===== src/rtl/mem_pkg.sv =====
`default_nettype none
// ============================================================================
// Package     : mem_pkg
// Description : Shared types and defaults for the MEM pipeline stage: the
//               access FSM state type, default timing/address parameters,
//               data-memory geometry and the word-index helper.
// Contents    : mem_state_t, WAIT_CYCLES_DEFAULT, DMEM_BASE_DEFAULT,
//               DMEM_DEPTH, DMEM_AW, CNT_W, word_index()
// Revision    : 1.0 - initial release
// ============================================================================
package mem_pkg;

  typedef enum logic [1:0] {
    IDLE = 2'd0,
    BUSY = 2'd1,
    DONE = 2'd2
  } mem_state_t;

  localparam int WAIT_CYCLES_DEFAULT = 4;
  localparam int DMEM_BASE_DEFAULT   = 1024;
  localparam int DMEM_DEPTH          = 64;
  localparam int DMEM_AW             = $clog2(DMEM_DEPTH);
  // Wide enough for the largest legal WAIT_CYCLES (15).
  localparam int CNT_W               = 4;

  // Word index = (addr - base)[7:2]. Only the low byte of either operand can
  // influence those result bits, so the subtraction is done on bits [7:2]
  // directly, with the borrow out of bits [1:0] folded in.
  function automatic logic [DMEM_AW-1:0] word_index(
    input logic [7:0] addr_lo,
    input logic [7:0] base_lo
  );
    logic borrow;
    borrow = (addr_lo[1:0] < base_lo[1:0]);
    return addr_lo[7:2] - base_lo[7:2] - {{(DMEM_AW-1){1'b0}}, borrow};
  endfunction

endpackage
`default_nettype wire


===== src/rtl/data_mem.sv =====
`default_nettype none
// ============================================================================
// Module      : data_mem
// Description : DEPTH x DW data memory. Synchronous write, combinational
//               read. Contents are never reset.
// Ports       : clk    - clock, write on rising edge
//               we     - write enable (driven by the mem_stage FSM only)
//               addr   - word index
//               wdata  - write data
//               rdata  - combinational read data at addr
// Revision    : 1.0 - initial release
// ============================================================================
module data_mem
  import mem_pkg::*;
#(
  parameter int DEPTH = DMEM_DEPTH,
  parameter int AW    = DMEM_AW,
  parameter int DW    = 32
) (
  input  logic          clk,
  input  logic          we,
  input  logic [AW-1:0] addr,
  input  logic [DW-1:0] wdata,
  output logic [DW-1:0] rdata
);

  logic [DW-1:0] r_mem [DEPTH];

  always_ff @(posedge clk) begin
    if (we) begin
      r_mem[addr] <= wdata;
    end
  end

  // Combinational read: on a simultaneous read+write the old word is seen.
  assign rdata = r_mem[addr];

endmodule
`default_nettype wire


===== src/rtl/mem_stage.sv =====
`default_nettype none
// ============================================================================
// Module      : mem_stage
// Description : MEM pipeline stage with a multi-cycle data memory. A load or
//               store holds freeze high while the access FSM walks
//               IDLE -> BUSY (WAIT_CYCLES cycles) -> DONE. The memory is
//               written / the read register loaded on the BUSY->DONE edge.
//               Non-memory instructions pass straight through.
// Ports       : clk           - clock, rising edge
//               rst           - asynchronous active-low reset
//               ALU_res       - effective byte address / ALU result
//               Val_Rm        - store data
//               WB_EN         - write-back enable (passed through)
//               MEM_R_EN      - load request
//               MEM_W_EN      - store request
//               Dest          - destination register (passed through)
//               MEM_result    - load data (read register)
//               ALU_res_out   - combinational copy of ALU_res
//               WB_EN_out     - combinational copy of WB_EN
//               MEM_R_EN_out  - combinational copy of MEM_R_EN
//               Dest_out      - combinational copy of Dest
//               freeze        - stall request to hazard logic / pipeline
// Revision    : 1.0 - initial release
// ============================================================================
module mem_stage
  import mem_pkg::*;
#(
  parameter int WAIT_CYCLES = WAIT_CYCLES_DEFAULT,  // legal 1..15
  parameter int DMEM_BASE   = DMEM_BASE_DEFAULT
) (
  input  logic        clk,
  input  logic        rst,
  input  logic [31:0] ALU_res,
  input  logic [31:0] Val_Rm,
  input  logic        WB_EN,
  input  logic        MEM_R_EN,
  input  logic        MEM_W_EN,
  input  logic [3:0]  Dest,
  output logic [31:0] MEM_result,
  output logic [31:0] ALU_res_out,
  output logic        WB_EN_out,
  output logic        MEM_R_EN_out,
  output logic [3:0]  Dest_out,
  output logic        freeze
);

  localparam logic [CNT_W-1:0] c_wait_m1 = CNT_W'(WAIT_CYCLES - 1);
  localparam logic [7:0]       c_base_lo = 8'(DMEM_BASE);

  mem_state_t           r_state;
  mem_state_t           w_state_next;
  logic [CNT_W-1:0]     r_count;
  logic [CNT_W-1:0]     w_count_next;
  logic [31:0]          r_rd_data;
  logic                 w_req;
  logic                 w_mem_we;
  logic                 w_rd_load;
  logic [DMEM_AW-1:0]   w_idx;
  logic [31:0]          w_mem_rdata;

  assign w_req = MEM_R_EN | MEM_W_EN;
  assign w_idx = word_index(ALU_res[7:0], c_base_lo);

  // --------------------------------------------------------------------------
  // Pass-through of the pipeline fields
  // --------------------------------------------------------------------------
  assign ALU_res_out  = ALU_res;
  assign WB_EN_out    = WB_EN;
  assign MEM_R_EN_out = MEM_R_EN;
  assign Dest_out     = Dest;

  // Stall for the whole access except the DONE cycle, which lets the
  // pipeline advance with the result already in the read register.
  assign freeze     = w_req & (r_state != DONE);
  assign MEM_result = r_rd_data;

  // --------------------------------------------------------------------------
  // Access FSM: state / counter / read register
  // --------------------------------------------------------------------------
  always_ff @(posedge clk or negedge rst) begin
    if (!rst) begin
      r_state   <= IDLE;
      r_count   <= '0;
      r_rd_data <= '0;
    end else begin
      r_state <= w_state_next;
      r_count <= w_count_next;
      if (w_rd_load) begin
        r_rd_data <= w_mem_rdata;
      end
    end
  end

  always_comb begin
    w_state_next = r_state;
    w_count_next = r_count;
    w_mem_we     = 1'b0;
    w_rd_load    = 1'b0;
    case (r_state)
      IDLE: begin
        if (w_req) begin
          w_state_next = BUSY;
          w_count_next = c_wait_m1;
        end
      end
      BUSY: begin
        if (!w_req) begin
          // Request withdrawn: abandon the access without side effects.
          w_state_next = IDLE;
          w_count_next = '0;
        end else if (r_count == '0) begin
          w_state_next = DONE;
          w_mem_we     = MEM_W_EN;
          w_rd_load    = MEM_R_EN;
        end else begin
          w_count_next = r_count - 1'b1;
        end
      end
      DONE: begin
        w_state_next = IDLE;
      end
      default: begin
        w_state_next = IDLE;
        w_count_next = '0;
      end
    endcase
  end

  // --------------------------------------------------------------------------
  // Data memory
  // --------------------------------------------------------------------------
  data_mem #(
    .DEPTH (DMEM_DEPTH),
    .AW    (DMEM_AW),
    .DW    (32)
  ) u_data_mem (
    .clk   (clk),
    .we    (w_mem_we),
    .addr  (w_idx),
    .wdata (Val_Rm),
    .rdata (w_mem_rdata)
  );

endmodule
`default_nettype wire


===== config.mk =====
export PLATFORM = sky130hd
export DESIGN_NAME = mem_stage
export DESIGN_NICKNAME = d
export VERILOG_FILES = /design/src/rtl/mem_pkg.sv /design/src/rtl/data_mem.sv /design/src/rtl/mem_stage.sv
export SDC_FILE = /design/constraint.sdc
export NUM_CORES = 2
export LEC_CHECK = 0
export CAP_MARGIN = 20
export CORE_UTILIZATION = 40
export CTS_CLUSTER_DIAMETER = 80
export CTS_CLUSTER_SIZE = 24
export DETAILED_ROUTE_END_ITERATION = 10
export PLACE_DENSITY = 0.59
export SETUP_SLACK_MARGIN = 0.1
export SYNTH_ARGS = -nofsm -noshare
export SYNTH_HDL_FRONTEND = slang
export SYNTH_HIERARCHICAL = 1
export SYNTH_SLANG_ARGS = --single-unit

===== constraint.sdc =====
create_clock -name clk -period 4.64 [get_ports clk]
set_input_delay 0.928 -clock clk [delete_from_list [all_inputs] [get_ports clk]]
set_output_delay 0.928 -clock clk [all_outputs]
set_load 0.05 [all_outputs]

==> impl_metrics.py <==
metrics = {
    "layout": {
        "final_cell_area_mm2": 0.0892,
        "layout-drive-gt1-share": 0.182,
        "syn2layout_area_growth_pct": 11.2,
        "fin_nets": 4566,
    },
    "floorplanning": {
        "die_w_um": 450,
        "start_util": 0.402,
        "ios": 144,
        "die_h_um": 450,
        "floorplan.rows": 164,
        "fp.dieArea_mm2": 0.202,
        "core_mm2": 0.200,
    },
    "synthesis": {
        "synth.top_cells.by_count": "edfxtp_1 (2048), mux2i_1 (259), a22oi_1 (188)",
        "synth_warnings": 6,
        "syn-cell-area_mm2": 0.0803,
        "synth_area_leaders": "edfxtp_1 (77%), mux2i_1 (3.2%), mux4_2 (2.7%)",
        "synthCells": 4352,
        "yosysMostFrequentCell": "edfxtp_1",
        "ys_ff_latch": 2086,
        "synth_nets": 4427,
        "yosys.area.top_type_share": 0.766,
        "syn_area_per_cell_um2": 18.4,
        "synth-edff-count": 2048,
        "ys.flop_type": "edfxtp_1",
        "synth.distinct_cells": 62,
        "async_reset_ff_frac": 0.0182,
        "yosysSeqAreaShare": 0.778,
        "synth_area_leader_cell": "edfxtp_1",
    },
    "clocking": {
        "ctsHtreeMaxLevel": 3,
        "clkTransAtPathRegs_ps": 90,
        "cts_buffer_depth": 3,
        "clk_latency_ps": 790,
        "ctsHoldBuffers": 0,
        "cts_made_buffers": 101,
        "ctsResizeCount": 0,
        "clock-sinks": 2086,
        "cts_tree": "built",
        "postCtsSetupBuffers": 0,
        "cts_root_buf": "clkbuf_16",
    },
    "route": {
        "vias": 42843,
        "drt_wl_total_um": 219000,
        "drtPass1Iterations": 6,
        "route.detailed.drc": 0,
        "ant_nets": 0,
        "routedWlPerCell_um": 30.3,
        "first_iter_violations": 5301,
        "detail_route.vias_per_cell": 5.94,
    },
    "hold_path": {
        "hold_path.class": "in2async",
    },
    "global_routing": {
        "grt_pass1_vias": 41513,
        "antenna_found_initial": 11,
        "grt_pass1_wl_um": 310000,
        "grtUsageTotal": 0.211,
        "grt_max_degree": 72,
        "grt.overflow.total": 0,
    },
    "place": {
        "numPortBuffers": 81,
        "dpl_cell_area_mm2": 0.0860,
        "place_congestion": 0.875,
        "post-dp-hpwl_um": 131000,
    },
    "pwr": {
        "p_leak_nw": 28.2,
        "ir_drop_uv": 325,
        "p_total_mw": 34.7,
        "p_per_area_mw_per_mm2": 389,
    },
    "sta": {
        "hold_violations": 0,
        "tightestPinTransition_ps": 1080,
        "fin_crit_sh": 0.806,
        "fmax_mhz": 267,
        "fin_tns_setup_ps": 0,
        "fin_crit_ps": 3740,
        "skew_ps": 46.4,
        "finalSetupViolations": 0,
        "drv_slew": 0,
        "relSlewSlack": 0.277,
        "rsz0062_at_grt": "false",
    },
    "worst_setup_path": {
        "worst_setup_path_end_kind": "flip-flop",
        "critical_path_class": "in2reg",
        "path_max_fanout": 47,
        "start_kind": "primary input",
        "crit_arrival_ps": 4370,
        "worstPathRequired_ps": 5280,
    },
    "outcome": {
        "status": "completed",
    },
    "run": {
        "cap_violations": 0,
    },
}
==> registers in the layout, indices dropped and copies added, names as in the netlist <==
| register | count |
|---|---|
| r_count | 4 |
| r_state | 2 |
| u_data_mem/r_mem | 2048 |
| MEM_result | 32 |
==> where the power goes <==
part / internal (mW) / switching (mW) / leakage (nW)
sequential: 20.8 / 0.336 / 18.9
combinational: 1.12 / 2.03 / 7.87
clock: 4.53 / 5.81 / 1.49
total: 26.5 / 8.18 / 28.2
==> through the flow <==
step	cells	worst slack (ps)	util	hold WS [ps]
final	7211	901	0.447	278
after global routing	7209	954	0.447	271
after CTS	7201	999	0.446	245
after detailed placement	7037	383	0.431	502
after global placement	7035	-94.4	0.431	502
after floorplan	4352	473	-	520
==> cell families after synthesis <==
family,share of synthesized area
flops,0.778
compound gates,0.0859
mux,0.0859
simple gates,0.0288
buf+inv,0.0212
fa+ha+maj,0.000312
==> final cells by class <==
class	count	area [µm²]
Clock buffer	140	2780
Clock inverter	24	312
Antenna cell	3	7.51
Fill cell	16934	110000
Sequential cell	2086	62400
Inverter	6	30.0
Multi-Input combinational cell	1920	16700
Timing Repair Buffer	376	3620
Tap cell	2656	3320
==> worst max-delay path, stage by stage <==
cell and delay, ps:
buf_8 200, buf_12 220, and2_4 330, buf_12 270, a22o_1 260, o21ai_0 260
nand3_1 210, a2111oi_0 910, buf_4 270, nand3_1 80, mux2_4 280
==> final timing paths <==
check | from | end | slack (ps) | cells past startpoint
setup / recovery | ALU_res[2] | MEM_result[18] | 900 | 11
hold / removal | rst | r_count[3] | 280 | 2
setup reg to reg | r_count[0] | u_data_mem/r_mem[42][15] | 1260 | 9
hold reg to reg | MEM_result[10] | MEM_result[10] | 520 | 1
max in group asynchronous | rst | MEM_result[13] | 3860 | 2
min in group clk | Val_Rm[30] | u_data_mem/r_mem[7][30] | 500 | 1
==> cell usage in the layout, fill, tap and decap left out, drive strengths merged, types with 10 or more instances in the layout <==
master,instances
nand2b,19
or4b,14
clkinv,10
clkbuf,140
o22ai,95
a22o,66
a2111oi,15
o2bb2ai,15
mux2i,259
o21ai,87
a211oi,17
a221o,15
inv,13
a31oi,43
clkdlybuf4s50,45
nand3,54
mux4,96
nor4,14
a22oi,188
nor2,150
a221oi,175
nor3,23
a21oi,124
buf,331
a222oi,16
and3,87
o22a,70
dfrtp,38
nand2,33
or4,15
edfxtp,2048
mux2,180
==> layer usage <==
metal / part of all wire / track usage / up-vias / wire, µm
met5: 0.00024 / 0 / - / 52
met4: 0.034 / 0.0671 / 8 / 7350
met3: 0.070 / 0.0271 / 295 / 15300
met2: 0.47 / 0.335 / 1851 / 103000
met1: 0.42 / 0.302 / 22540 / 92500
li1: - / - / 18149 / -
(Power assumes the default switching activity.)
